[src/rtl/beta_pipe_ctrl.sv]
// beta_pipe_ctrl: hazard/stall/flush controller for a 3-register in-order pipeline.
// Optional performance counters are built when BETA_PIPE_PERF_EN is defined;
// otherwise stall_cnt_o and flush_cnt_o are constant zero.
module beta_pipe_ctrl #(
  parameter int unsigned FlushCycles = 1,
  parameter int unsigned CntWidth    = 32
) (
  input  logic                clk_i,
  input  logic                rst_i,
  input  logic                dec_valid_i,
  input  logic [4:0]          dec_rs1_addr_i,
  input  logic [4:0]          dec_rs2_addr_i,
  input  logic                dec_rs1_used_i,
  input  logic                dec_rs2_used_i,
  input  logic                exe_valid_i,
  input  logic [4:0]          exe_rd_addr_i,
  input  logic                exe_is_load_i,
  input  logic                exe_mem_req_i,
  input  logic                dmem_ready_i,
  input  logic                exe_busy_i,
  input  logic                exe_redirect_i,
  input  logic                imem_ready_i,
  input  logic                trap_i,
  output logic                pc_stall_o,
  output logic                if_dec_stall_o,
  output logic                if_dec_flush_o,
  output logic                dec_exe_stall_o,
  output logic                dec_exe_flush_o,
  output logic                exe_wb_stall_o,
  output logic                exe_wb_flush_o,
  output logic [CntWidth-1:0] stall_cnt_o,
  output logic [CntWidth-1:0] flush_cnt_o
);

  // Squash length beyond the redirect/trap cycle itself.
  localparam logic [1:0] FlushLoad = 2'(FlushCycles - 1);

  typedef enum logic [0:0] {
    RUN   = 1'b0,
    FLUSH = 1'b1
  } state_e;

  state_e     state_q, state_d;
  logic [1:0] cnt_q, cnt_d;

  logic backend;
  logic load_use;
  logic redirect;
  logic rs1_hit;
  logic rs2_hit;

  // Hazard detection terms.
  assign backend  = exe_valid_i & (exe_busy_i | (exe_mem_req_i & ~dmem_ready_i));
  assign rs1_hit  = dec_rs1_used_i & (dec_rs1_addr_i == exe_rd_addr_i);
  assign rs2_hit  = dec_rs2_used_i & (dec_rs2_addr_i == exe_rd_addr_i);
  assign load_use = dec_valid_i & exe_valid_i & exe_is_load_i &
                    (exe_rd_addr_i != 5'd0) & (rs1_hit | rs2_hit);
  assign redirect = exe_valid_i & exe_redirect_i & ~backend;

  // State register; reset drops any mid-flush residue.
  always_ff @(posedge clk_i or posedge rst_i) begin
    if (rst_i) begin
      state_q <= RUN;
      cnt_q   <= 2'd0;
    end else begin
      state_q <= state_d;
      cnt_q   <= cnt_d;
    end
  end

  // Priority-ordered next-state and pipeline control decode.
  always_comb begin
    state_d         = state_q;
    cnt_d           = cnt_q;
    pc_stall_o      = 1'b0;
    if_dec_stall_o  = 1'b0;
    if_dec_flush_o  = 1'b0;
    dec_exe_stall_o = 1'b0;
    dec_exe_flush_o = 1'b0;
    exe_wb_stall_o  = 1'b0;
    exe_wb_flush_o  = 1'b0;

    if (trap_i) begin
      if_dec_flush_o  = 1'b1;
      dec_exe_flush_o = 1'b1;
      exe_wb_flush_o  = 1'b1;
      state_d         = (FlushCycles > 1) ? FLUSH : RUN;
      cnt_d           = FlushLoad;
    end else if (redirect) begin
      if_dec_flush_o  = 1'b1;
      dec_exe_flush_o = 1'b1;
      state_d         = (FlushCycles > 1) ? FLUSH : RUN;
      cnt_d           = FlushLoad;
    end else if (backend) begin
      // Freeze the front end, bubble into writeback, hold flush progress.
      pc_stall_o      = 1'b1;
      if_dec_stall_o  = 1'b1;
      dec_exe_stall_o = 1'b1;
      exe_wb_flush_o  = 1'b1;
    end else if (load_use) begin
      // Load advances this cycle, so the hazard clears next cycle.
      pc_stall_o      = 1'b1;
      if_dec_stall_o  = 1'b1;
      dec_exe_flush_o = 1'b1;
    end else if (state_q == FLUSH) begin
      if_dec_flush_o = 1'b1;
      if (cnt_q <= 2'd1) begin
        state_d = RUN;
        cnt_d   = 2'd0;
      end else begin
        cnt_d = cnt_q - 2'd1;
      end
    end else if (!imem_ready_i) begin
      pc_stall_o     = 1'b1;
      if_dec_flush_o = 1'b1;
    end
  end

`ifdef BETA_PIPE_PERF_EN
  logic [CntWidth-1:0] stall_cnt_q;
  logic [CntWidth-1:0] flush_cnt_q;
  logic                any_flush;

  assign any_flush = if_dec_flush_o | dec_exe_flush_o | exe_wb_flush_o;

  // Saturating performance counters.
  always_ff @(posedge clk_i or posedge rst_i) begin
    if (rst_i) begin
      stall_cnt_q <= '0;
      flush_cnt_q <= '0;
    end else begin
      if (pc_stall_o && (stall_cnt_q != '1)) begin
        stall_cnt_q <= stall_cnt_q + CntWidth'(1);
      end
      if (any_flush && (flush_cnt_q != '1)) begin
        flush_cnt_q <= flush_cnt_q + CntWidth'(1);
      end
    end
  end

  assign stall_cnt_o = stall_cnt_q;
  assign flush_cnt_o = flush_cnt_q;
`else
  assign stall_cnt_o = '0;
  assign flush_cnt_o = '0;
`endif

endmodule

[config.mk]
export PLATFORM = sky130hd
export DESIGN_NAME = beta_pipe_ctrl
export DESIGN_NICKNAME = d
export VERILOG_FILES = /design/src/rtl/beta_pipe_ctrl.sv
export SDC_FILE = /design/constraint.sdc
export NUM_CORES = 1
export LEC_CHECK = 0
export ABC_AREA = 1
export CAP_MARGIN = 10
export CORE_ASPECT_RATIO = 1.25
export CORE_MARGIN = 5
export CORE_UTILIZATION = 32
export CTS_CLUSTER_SIZE = 16
export DETAILED_ROUTE_END_ITERATION = 12
export PLACE_DENSITY = 0.88
export SLEW_MARGIN = 25
export SYNTH_ARGS = -nofsm -noshare
export SYNTH_HDL_FRONTEND = slang
export SYNTH_SLANG_ARGS = --single-unit
[constraint.sdc]
create_clock -name clk_i -period 3.2 [get_ports clk_i]
set_input_delay 0.64 -clock clk_i [delete_from_list [all_inputs] [get_ports clk_i]]
set_output_delay 0.64 -clock clk_i [all_outputs]
set_load 0.02 [all_outputs]
**Yosys cells after proc, flatten, opt, wreduce, memory -nomap -nowiden**

Index checks and enable logic that the tools add are counted.
Widths: inputs -> output; s select.

- Register bits after elaboration: 3
- Logic and storage cells: 60
- Output and inout port bits: 71
- Bits of input ports: 28

- Reductions and logical operators: 4
- Order comparisons: 1
- Equal/unequal tests: 4
- Bitwise logic cells: 14
- Mux-type cells: 34
- Add/subtract/negate cells: 1

Operators with widths:

| cell | number |
|---|---|
| $mux 1 | 28 |
| $mux 2 | 6 |
| $and 1x1->1 | 10 |
| $eq 5x5->1 | 2 |
| $ne 3x2->1 const B | 2 |
| $reduce_bool 5->1 | 1 |
| $reduce_and 3->1 | 1 |
| $reduce_bool 3->1 | 1 |
| $le 2x1->1 const B | 1 |
| $not 1->1 | 2 |
| $or 1x1->1 | 2 |
| $reduce_and 2->1 | 1 |
| $sub 2x1->2 const B | 1 |

**Logic depth before layout (Yosys ltp)**

Gate-level depths: netlist (run 1).

- Word-level depth: 8
- Depth in mapped cells: 11

**Least setup slack after synthesis (run 1)**

OpenSTA, ideal clock, no wires.

- Kind: in2out
- Start point: input exe_rd_addr_i[2]
- End point: output dec_exe_flush_o
- Data required time: 2.560 ns
- Buffers on the path: 0
- Cell stages on the path: 8
- Arrival: 1.544 ns
- Path slack: 1.016 ns
- Cell sequence: inv_1 -> nand2_1 -> nand2_1 -> nor2_2 -> nand3_1 -> nand2_1 -> nand2_2 -> o21ai_0

- Word-level cells in the longest chain between the ends: 8

Ends and longest elaborated chain:

| element | RTL line | RTL |
|---|---|---|
| start, declared | 16 | `input logic [4:0] exe_rd_addr_i,` |
| $eq 5x5->1 (on tied branches) | 54, 55 |  |
| $and 1x1->1 (on tied branches) | 54, 55 |  |
| $or 1x1->1 | 57 | `(exe_rd_addr_i != 5'd0) & (rs1_hit \| rs2_hit);` |
| $and 1x1->1 * | 57 |  |
| $mux 1 * | 100 | `end else if (load_use) begin` |
| $mux 1 * | 94 | `end else if (backend) begin` |
| $mux 1 * | 89 | `end else if (redirect) begin` |
| $mux 1 * | 83 | `if (trap_i) begin` |
| end, declared | 28 | `output logic dec_exe_flush_o,` |

Every way passes the cells marked *; elsewhere a longest branch is shown, timed or not.

**Final worst setup path (run 1)**

- Start point: input exe_rd_addr_i[3]
- End point: output pc_stall_o

- Word-level cells in the longest chain between the ends: 8

Ends and longest elaborated chain:

| element | RTL line | RTL |
|---|---|---|
| $eq 5x5->1 (on tied branches) | 54, 55 |  |
| $and 1x1->1 (on tied branches) | 54, 55 |  |
| $or 1x1->1 | 57 |  |
| $and 1x1->1 * | 57 |  |
| $mux 1 * | 100 |  |
| $mux 1 * | 94 |  |
| $mux 1 * | 89 |  |
| $mux 1 * | 83 |  |
| end, declared | 24 | `output logic pc_stall_o,` |

Marks and branches as above.

==> impl_metrics.toml, run 1 <==
[outcome]
run_status = "finished clean"

[pwr]
p_leak_uw = 0.000744
ir_drop_uv = 151
p_per_area_nw_per_um2 = 232

[finish]
layout.nets = 223
area_growth_pct = 16.9
n_fill_cell = 326
final_util_pct = 38.8
num_antenna_cells = 0
layout-drive-gt1-share_pct = 8.25
design_area_sq_um = 1130

[place]
dp_slack_ns = 0.0742
routabilityCongestion = 0.801
portBuffers = 33
placed_area_sq_um = 1090
dp_hpwl_um = 1810

[worst_setup_path]
worstPathMaxFanout = 4
cp-start-kind = "input port"
crit_type = "in -> out"
cp_data_required_time_ns = 2.56
cp-end-kind = "output port"
cp_data_arrival_time_ns = 2.09

[logic_synthesis]
synth_ff_type = "dfrtp_1"
synth_top_area_share_pct = 50.5
synth_warnings = 0
synth.most_common_cell = "buf_4"
synth.cell_area_sq_um = 967
ys_top_cells_by_area = "buf_4, nand2_1, dfrtp_1"
synthCells = 158
synthTopCellsByCount = "buf_4, nand2_1, inv_1"
synth_top_cell_by_area = "buf_4"
synthArstFlopShare_pct = 100
synth_edf_count = 0
ys_seq_area_share_pct = 7.76
ys_ff_latch = 3
yosysUniqueCellTypes = 18
syn_avg_cell_area_sq_um = 6.12

[grt]
antenna_found_initial = 0
grt_pass1_vias = 754
grt_usage_pct = 8.62
grt_max_degree = 8
grt_pass1_wl_um = 2850
gr-total-overflow = 0

[timing]
rsz0062_at_grt = "false"
tns_ns = 0
max_freq_mhz = 366
period_needed_ns = 2.73
hold_viol_final = 0
fin_crit_sh_pct = 85.3
setup_viol = 0
maxSlewViolCount = 0
setup_ws_ns = 0.471
finClkSkew_ns = 0.00153

[floorplanning]
io_pins = 99
fp-row-count = 22
die_y_um = 71.5
core-area_sq_um = 2920
die-width_um = 59.2
die-area_sq_um = 4230
initial_utilization_pct = 33.1

[min_path]
min-delay-path-class = "reg -> reg"

[clock_network]
cts_root_buffer = "clkbuf_4"
insertion_delay_ns = 0.23
clk_path_buf_depth = 2
cts.reportedPaths.clkPinSlew_ns = 0.04
htree_levels = 1
cts_sinks = 3
cts_setup_buffers = 0
cts_buffers = 3
cts_tree = "built"

[routing]
avgViaCountPerCell = 3.46
ant_nets = 0
post_drt_wl_per_cell_um = 8.38
drc = 0
drt_iter0_drc = 13
totalWireLength_um = 1930
drtPass1Iterations = 4
vias = 795

[run]
max_cap_viol_count = 0
cells by family (layout without fill, tap and decap cells):
| family | count (synthesis) | count (layout) | share of synthesized area (%) |
|---|---|---|---|
| AOI/OAI and AO/OA | 7 | 7 | 5.56 |
| buffers and inverters | 88 | 60 | 59.4 |
| DFF | 3 | 3 | 7.76 |
| other | 1 | 65 | 0.388 |
| and+or+nand+nor | 59 | 59 | 26.9 |
through the flow:
stage	hold slack [ns]	cells	power, uW
finish	0.515	230	262
global route	0.552	230	280
CTS	0.522	230	264
detailed placement	0.504	226	194
global placement	0.485	226	193
floorplan	0.394	222	203
flip-flops by register name, indices dropped and copies added (netlist names):
register / count
state_q: 1
cnt_q: 2
where the power goes:
group / switching (uW) / internal, uW
registers: 0 / 38.1
logic: 107 / 49.6
clock network: 20.0 / 46.8
total: 127 / 135
placed cells by master (no fill, tap or decap):
cell type and count:
inv_2 5, clkbuf_1 1, inv_1 18, nand3_1 3, a21oi_1 1, nand2_2 2, o21bai_1 2, nand4_1 2
nand2_1 36, nor2_2 2, conb_1 65, dlymetal6s2s_1 4, clkdlybuf4s50_1 29, nand2_4 1, clkbuf_4 3, nor2_1 11
o21ai_1 2, o21ai_0 1, o21bai_4 1, dfrtp_1 3, nand3_2 2
critical path: stages:
cell             delay [ns]
clkdlybuf4s50_1        0.51
inv_2                  0.06
nand2_1                0.06
nand2_1                0.05
nor2_1                 0.09
nand3_1                0.08
nand2_1                0.08
nand2_2                0.08
nand2_1                0.11
o21ai_1                0.07
inv_1                  0.04
dlymetal6s2s_1         0.21
metal layers:
metal	global-route usage (%)	part of all wire [%]
met5	0	0
met2	15.0	50
met3	2.34	18
met4	3.78	0
met1	9.57	31
layout make-up:
| class | instances | area [sq um] | area share, % |
|---|---|---|---|
| well taps | 36 | 45.0 | 3.98 |
| repair buffers | 33 | 340 | 30.1 |
| multi-input cells | 131 | 558 | 49.3 |
| inverters | 23 | 86.3 | 7.63 |
| clock buffers | 4 | 26.3 | 2.32 |
| flip-flops and latches | 3 | 75.1 | 6.64 |
path summary, 6_finish.rpt:
check                                  from         end  slack [ns]  cells past startpoint
max in group asynchronous             rst_i     state_q        2.47                      2
max reg2reg                         state_q    cnt_q[1]        2.40                      3
min                                cnt_q[1]     state_q        0.52                      2
min in group asynchronous             rst_i    cnt_q[0]        0.59                      2
max                        exe_rd_addr_i[3]  pc_stall_o        0.47                     12
min reg2reg                        cnt_q[1]     state_q        0.52                      2
timing repair:
item                       4_1_cts  5_1_grt
setup endpoints to repair        0        4
hold buffers                     0        0
resized for setup                0        4
Power figures use the tool's default switching activity.
==> run 2: changes to the inputs <==
- CTS_CLUSTER_SIZE: 16 -> 20
==> results of run 2 <==
The final DEF is identical to that of run 1; final timing and power are the same.
==> run 3: changes to the inputs <==
- ABC_CLOCK_PERIOD_IN_PS: default -> 3200
==> results of run 3 <==
The final DEF is identical to that of run 1; final timing and power are the same.
